===== config.mk =====
export PLATFORM = sky130hd
export DESIGN_NAME = clock_sequencer
export DESIGN_NICKNAME = d
export VERILOG_FILES = /design/src/rtl/clock_sequencer.sv
export SDC_FILE = /design/constraint.sdc
export NUM_CORES = 1
export LEC_CHECK = 0
export CAP_MARGIN = 10
export CORE_ASPECT_RATIO = 1.4
export CORE_UTILIZATION = 30
export CTS_BUF_LIST = sky130_fd_sc_hd__clkbuf_8
export CTS_CLUSTER_DIAMETER = 50
export DETAILED_ROUTE_END_ITERATION = 10
export PLACE_DENSITY_LB_ADDON = 0.08
export SETUP_SLACK_MARGIN = 0.1
export SYNTH_ARGS = -nofsm -noshare
export SYNTH_HDL_FRONTEND = slang
export SYNTH_SLANG_ARGS = --single-unit

===== constraint.sdc =====
create_clock -name clock -period 4.5 [get_ports clock]
set_input_delay 1.125 -clock clock [delete_from_list [all_inputs] [get_ports clock]]
set_output_delay 1.125 -clock clock [all_outputs]
set_load 0.1 [all_outputs]

===== src/rtl/clock_sequencer.sv =====
// clock_sequencer: qualifies the asynchronous PLL lock, sequences SDRAM clock
// forwarding and core reset release, and generates divided clock enables.
// Latency: pllLocked rising to sysReset low is SYNC_STAGES+1+LOCK_STABLE+SDRAM_WAIT edges.
// Backpressure: none. Lock loss in CKON/RUN drops back to WAIT on the next edge.
//
// Ports:
//   clock      system clock (DCM output)
//   resetn     asynchronous active-low reset
//   pllLocked  raw PLL lock, asynchronous to clock
//   sdramCkD0  ODDR D0 (rising-edge data)
//   sdramCkD1  ODDR D1 (falling-edge data)
//   sysReset   active-high core reset, synchronously deasserted
//   sdramInit  one-cycle pulse on each entry into RUN
//   ce         divided clock enables, active only in RUN
//   state      0 WAIT, 1 STAB, 2 CKON, 3 RUN
//   lossCount  saturating count of lock losses in CKON/RUN
module clock_sequencer #(
  parameter int                     SYNC_STAGES = 2,
  parameter int                     LOCK_STABLE = 1024,
  parameter int                     SDRAM_WAIT  = 20000,
  parameter int                     CE_COUNT    = 2,
  parameter logic [16*CE_COUNT-1:0] CE_DIV      = {16'd4, 16'd2},
  parameter bit                     CK_INVERT   = 1'b0,
  parameter int                     CNT_W       = 16
) (
  input  logic                clock,
  input  logic                resetn,
  input  logic                pllLocked,
  output logic                sdramCkD0,
  output logic                sdramCkD1,
  output logic                sysReset,
  output logic                sdramInit,
  output logic [CE_COUNT-1:0] ce,
  output logic [1:0]          state,
  output logic [7:0]          lossCount
);

  localparam logic [1:0] S_WAIT = 2'd0;
  localparam logic [1:0] S_STAB = 2'd1;
  localparam logic [1:0] S_CKON = 2'd2;
  localparam logic [1:0] S_RUN  = 2'd3;

  localparam logic [CNT_W-1:0] STAB_LAST = CNT_W'(LOCK_STABLE - 1);
  localparam logic [CNT_W-1:0] CKON_LAST = CNT_W'(SDRAM_WAIT - 1);

  // Lock synchronizer; only its last stage is used anywhere below.
  logic [SYNC_STAGES-1:0] lock_sync;
  logic                   lock_s;

  always_ff @(posedge clock or negedge resetn) begin
    if (!resetn) lock_sync <= '0;
    else         lock_sync <= {lock_sync[SYNC_STAGES-2:0], pllLocked};
  end

  assign lock_s = lock_sync[SYNC_STAGES-1];

  logic [1:0]       state_next;
  logic [CNT_W-1:0] cnt, cnt_next;

  // State register (the state port is the register itself).
  always_ff @(posedge clock or negedge resetn) begin
    if (!resetn) begin
      state <= S_WAIT;
      cnt   <= '0;
    end else begin
      state <= state_next;
      cnt   <= cnt_next;
    end
  end

  // Next state. Lock loss is tested before the counter terminal so it wins.
  always_comb begin
    state_next = state;
    cnt_next   = cnt + CNT_W'(1);
    case (state)
      S_WAIT: begin
        cnt_next = '0;
        if (lock_s) state_next = S_STAB;
      end
      S_STAB: begin
        if (!lock_s) begin
          state_next = S_WAIT;
          cnt_next   = '0;
        end else if (cnt == STAB_LAST) begin
          state_next = S_CKON;
          cnt_next   = '0;
        end
      end
      S_CKON: begin
        if (!lock_s) begin
          state_next = S_WAIT;
          cnt_next   = '0;
        end else if (cnt == CKON_LAST) begin
          state_next = S_RUN;
          cnt_next   = '0;
        end
      end
      S_RUN: begin
        cnt_next = '0;
        if (!lock_s) state_next = S_WAIT;
      end
    endcase
  end

  // Output logic: every output is registered, so decode from the next state.
  logic       ck_on_next, d0_next, d1_next, sys_reset_next, init_next, lost;
  logic [7:0] loss_next;

  always_comb begin
    ck_on_next     = (state_next == S_CKON) || (state_next == S_RUN);
    d0_next        = ck_on_next & ~CK_INVERT;
    d1_next        = ck_on_next & CK_INVERT;
    sys_reset_next = (state_next != S_RUN);
    init_next      = (state_next == S_RUN) && (state != S_RUN);
    lost           = ((state == S_CKON) || (state == S_RUN)) && !lock_s;
    loss_next      = lossCount;
    if (lost && (lossCount != 8'hFF)) loss_next = lossCount + 8'd1;
  end

  // Divided enables: counters restart at RUN entry so all channels start in phase.
  logic [CE_COUNT-1:0] ce_next;

  for (genvar k = 0; k < CE_COUNT; k++) begin : g_ce
    localparam logic [15:0] DIV_LAST = CE_DIV[16*k +: 16] - 16'd1;
    logic [15:0] div_cnt, div_cnt_next;

    always_comb begin
      div_cnt_next = '0;
      if ((state_next == S_RUN) && (state == S_RUN))
        div_cnt_next = (div_cnt == DIV_LAST) ? 16'd0 : div_cnt + 16'd1;
    end

    always_ff @(posedge clock or negedge resetn) begin
      if (!resetn) div_cnt <= '0;
      else         div_cnt <= div_cnt_next;
    end

    assign ce_next[k] = (state_next == S_RUN) && (div_cnt_next == DIV_LAST);
  end

  always_ff @(posedge clock or negedge resetn) begin
    if (!resetn) begin
      sdramCkD0 <= 1'b0;
      sdramCkD1 <= 1'b0;
      sysReset  <= 1'b1;
      sdramInit <= 1'b0;
      ce        <= '0;
      lossCount <= '0;
    end else begin
      sdramCkD0 <= d0_next;
      sdramCkD1 <= d1_next;
      sysReset  <= sys_reset_next;
      sdramInit <= init_next;
      ce        <= ce_next;
      lossCount <= loss_next;
    end
  end

endmodule

# [Word level (Yosys, flattened, before mapping)]
# Index checks and enable logic that the tools add are counted.
[totals] reg_bits=65 elab_cells=55 input_bits=3 out_inout_bits=16
[classes] add_sub_neg=4 n_mux=16 reduce_logical=11 eq_ne=14
[ops] operator="$mux W16" count=8
[ops] operator="$add A16 B1 Y16 const B" count=3
[ops] operator="$pmux W16 S3" count=1
[ops] operator="$eq A16 B1 Y1 const B" count=2
[ops] operator="$eq A16 B2 Y1 const B" count=2
[ops] operator="$eq A16 B10 Y1 const B" count=1
[ops] operator="$eq A16 B15 Y1 const B" count=1
[ops] operator="$mux W2" count=6
[ops] operator="$add A8 B1 Y8 const B" count=1
[ops] operator="$eq A2 B2 Y1 const B" count=4
[ops] operator="$ne A8 B8 Y1 const B" count=1
[ops] operator="$pmux W2 S4" count=1
[ops] operator="$logic_and A1 B1 Y1" count=6
[ops] operator="$ne A2 B2 Y1 const B" count=2
[ops] operator="$eq A2 B1 Y1 const B" count=1
[ops] operator="$logic_not A2 Y1" count=1
[ops] operator="$logic_or A1 B1 Y1" count=2
[ops] operator="$reduce_or A2 Y1" count=1
[ops] operator="$logic_not A1 Y1" count=1

# [Longest topological paths before layout]
[depth] ltp_word=9 depth_mapped=7 mapped_depth_nobuf=7

# [Worst setup path before layout]
# Ideal clock, no wire load.
[synth_path] path_kind="reg2reg" start="reg state[0]" end="reg ce[0]" path_stages_with_launch=5 setup_time_ps=111 synth_period_minus_slack_ps=2183 slack_ps=2317 arrival_time_ps=2072 path_cell_list="dfrtp_1 > and3_1 > o21ai_1 > a2111o_1 > a2111oi_2"
[synth_via] elab_chain_cells=8 word_cells_on_any_way=16
[synth_rtl] item="from (decl)" line="34" text="output logic [1:0] state,"
[synth_rtl] item="from (signal assigned)" line="66" text="state <= state_next;"
[synth_rtl] item="$mux W2 (on tied branches)" line="93, 84"
[synth_rtl] item="$mux W2 (on tied branches)" line="90, 81"
[synth_rtl] item="$pmux W2 S4" line="75" text="case (state)"
[synth_rtl] item="$eq A2 B2 Y1" line="129, 138"
[synth_rtl] item="$logic_and A1 B1 Y1" line="129" text="if ((state_next == S_RUN) && (state == S_RUN))"
[synth_rtl] item="$mux W16" line="129"
[synth_rtl] item="$eq A16 B1 Y1" line="138" text="assign ce_next[k] = (state_next == S_RUN) && (div_cnt_next == DIV_LAST);"
[synth_rtl] item="$logic_and A1 B1 Y1 (*)" line="138"
[synth_rtl] item="net ce_next[0]" line="121" text="logic [CE_COUNT-1:0] ce_next;"
[synth_rtl] item="to (signal assigned)" line="154" text="ce <= ce_next;"
[synth_rtl] item="to (decl)" line="33" text="output logic [CE_COUNT-1:0] ce,"
# Mark *: on every way through the listed nets, which the timed path passes. The rest lies on a longest branch.
# A chain may end at the register's enable or synchronous reset.

# [Worst setup path in the final report]
[layout_path] start="reg sysReset" end="out sysReset"
[layout_rtl] item="from (decl)" line="31" text="output logic sysReset,"
[layout_rtl] item="from (signal assigned)" line="152" text="sysReset <= sys_reset_next;"
# No word-level cell between the ends.

==> metrics.csv <==
metric,value,unit
Synth Flop Type,dfrtp_1,
CTS root buf,clkbuf_8,
hold crit path type,reg2reg,
Cells on Worst Hold Path,0,
Max Slew Vio Count,0,
Port Buffer Count,17,
die height,129,microns
final net count,389,
Synth Cell Area,0.00345,sq mm
Setup TNS Final,0,ps
r2r startpoint,g_ce[0].div_cnt[0]$_DFF_PN0_,
Syn Nets,373,
cell area after placement,0.00372,sq mm
initial antenna violation count,0,
wire length on met2,3.69,mm
Initial Utilization,0.306,
r2r setup slk,2190,ps
Yosys cell types,56,
Setup CP Type,reg2out,
CTS Sinks,65,
power per cell area,269,mW/mm^2
Reg2Reg Depth,5,
FF-to-FF End,ce[0]$_DFF_PN0_,
WP data required,3380,ps
crit start category,register,
# hold bufs at CTS,0,
routability congestion estimate from global placement,0.735,
Initial DRC Count,174,
DRT met1 WL,3.44,mm
core area,0.0113,sq mm
Yosys top cell area share,0.464,
Clock Skews,8.40,ps
"Warnings, synthesis",0,
worst rel slew slack,0.347,
die area,0.0119,sq mm
I/O Pins,19,
average wire per standard cell,14.1,microns
"Seq/Total Area, Yosys",0.472,
Syn Area/Cell,9.45,sq um
Total Routing Usage GR,0.139,
CTS max path bufs,2,
crit-path max FO,1,
CP endpoint kind,primary output,
largest net degree at the start of global routing,40,
htree depth,3,
Max-Cap Viols,0,
hold path startpoint,lock_sync[0]$_DFF_PN0_,
CP max stage delay,1120,ps
Syn Inst Count,365,
Worst Hold Path EP,lock_sync[1]$_DFF_PN0_,
Total Routed Length,7.44,mm
Final ANT Viol Nets,0,
top sig layer,met4,
worst skew pair latency,350,ps
status,"complete, no violations",
Slowest cell on crit path,clkdlybuf4s50_1,
Tmin final,3110,ps
layout cells sized above 1,0.0857,
WP data arrival,1990,ps
Fin. Hold Viols,0,
static leakage,1.56,nW
row cnt,46,
Post-CTS Repair Setup Buffers,0,
Worst VDD drop,143,uV
family with the most delay on the worst path,buffers and inverters,
Vias per Instance,4.88,
Post-synth top cells,"dfrtp_1, nor2_1, nand2_1",
vias in the first global route,2553,
Final HPWL DP,5.15,mm
routed vias,2584,
CTS tree,yes,
number of synthesized flops with an enable pin,0,
met3 WL,183,microns
"Area growth, synth to finish",12.7,%
Antenna diodes,0,
die width,92.6,microns
ranking of synthesized cells by area,"dfrtp_1, nor2_1, xnor2_1",
highest clock rate,321,MHz
wire length of the first global-routing pass,12.8,mm
Post-CTS Resized,0,
final instance area,0.00389,sq mm
crit path buf inv count,1,
period utilization,0.692,
cell taking the most area after synthesis,dfrtp_1,
TritonRoute pass-1 iters,4,
DRC,0,
Overflow after GRT,0,
Slew @ Worst Pin,977,ps
Post-synth ARST share,1.00,
ordered list of cells on the worst path,clkdlybuf4s50_1,
#FFs+latches synth,65,
endpoints failing setup,0,
RSZ-0062 raised after global routing,false,
clk slew on worst S/H paths,70,ps
Num CTS Buffers,9,
==> cell type report <==
class / instances / area (sq um)
inverters: 9 / 33.8
multi-input cells: 276 / 1700
clock inverters: 5 / 23.8
repair buffers: 20 / 188
well taps: 144 / 180
clock buffers: 10 / 138
flip-flops and latches: 65 / 1630
fillers: 1208 / 7390
==> layer usage <==
| layer | vias up | global-route usage |
|---|---|---|
| li1 | 1295 | - |
| met1 | 1253 | 0.171 |
| met2 | 26 | 0.232 |
| met3 | 10 | 0.0337 |
| met4 | 0 | 0.0570 |
| met5 | - | 0 |
==> worst max-delay path by stage <==
stage	endpoint	slack, ps	start	cells after the start
final	sysReset	1390	sysReset$_DFF_PN1_	1
after floorplan	ce[0]$_DFF_PN0_	2320	state[0]$_DFF_PN0_	4
after CTS	sysReset	1370	sysReset$_DFF_PN1_	1
after global placement	sysReset	1750	sysReset$_DFF_PN1_	1
after detailed placement	sysReset	1760	sysReset$_DFF_PN1_	1
after global routing	state[1]	1310	state[1]$_DFF_PN0_	1
==> cell families after synthesis <==
family,after synthesis,synth area share
xor+xnor,46,0.117
fa+ha+maj,5,0.0181
buf+inv,24,0.0363
compound gates,35,0.0766
mux,2,0.00653
flops,65,0.472
other cells,1,0.00109
simple gates,187,0.273
==> sequential cells by signal (all words and copies together) (netlist names) <==
register	count
sysReset	1
state	2
sdramInit	1
lock_sync	2
g_ce.div_cnt	32
sdramCkD0	1
cnt	16
ce	2
lossCount	8
==> power breakdown <==
| group | internal (mW) | switching, mW |
|---|---|---|
| Clock | 0.206 | 0.222 |
| Combinational | 0.00482 | 0.0222 |
| Sequential | 0.586 | 0.00242 |
| Total | 0.797 | 0.247 |
==> cells in the final DEF (no fill, tap or decap), types with 2 or more instances in the layout <==
| cell | instances |
|---|---|
| xor2_1 | 20 |
| and3_1 | 15 |
| ha_1 | 5 |
| a21o_1 | 2 |
| nor3b_1 | 3 |
| clkinv_2 | 4 |
| nor2b_1 | 3 |
| a31oi_1 | 3 |
| inv_1 | 10 |
| nand4_1 | 8 |
| nand2b_1 | 2 |
| a21oi_1 | 7 |
| mux2_2 | 2 |
| a21boi_0 | 2 |
| nand2_1 | 28 |
| buf_4 | 3 |
| dfrtp_1 | 64 |
| or3_1 | 3 |
| and2_1 | 2 |
| o31ai_1 | 2 |
| nor2_1 | 64 |
| and4_1 | 4 |
| clkbuf_8 | 10 |
| nand3_1 | 23 |
| clkdlybuf4s50_1 | 16 |
| nor4_1 | 7 |
| nor4b_1 | 2 |
| xnor2_1 | 26 |
| a2111oi_2 | 2 |
| a211oi_1 | 2 |
| nor3_1 | 12 |
| o21ai_0 | 4 |
==> per-stage QoR <==
stage | worst slack (ps) | cells | hold WS (ps) | power [mW] | util
finish | 1390 | 529 | 354 | 1.04 | 0.344
global route | 1310 | 529 | 367 | 1.10 | 0.344
CTS | 1370 | 529 | 358 | 1.07 | 0.344
detailed placement | 1760 | 514 | 338 | 0.629 | 0.330
global placement | 1750 | 514 | 338 | 0.628 | 0.330
floorplan | 2320 | 365 | 331 | 0.612 | -
(Power assumes the default switching activity.)
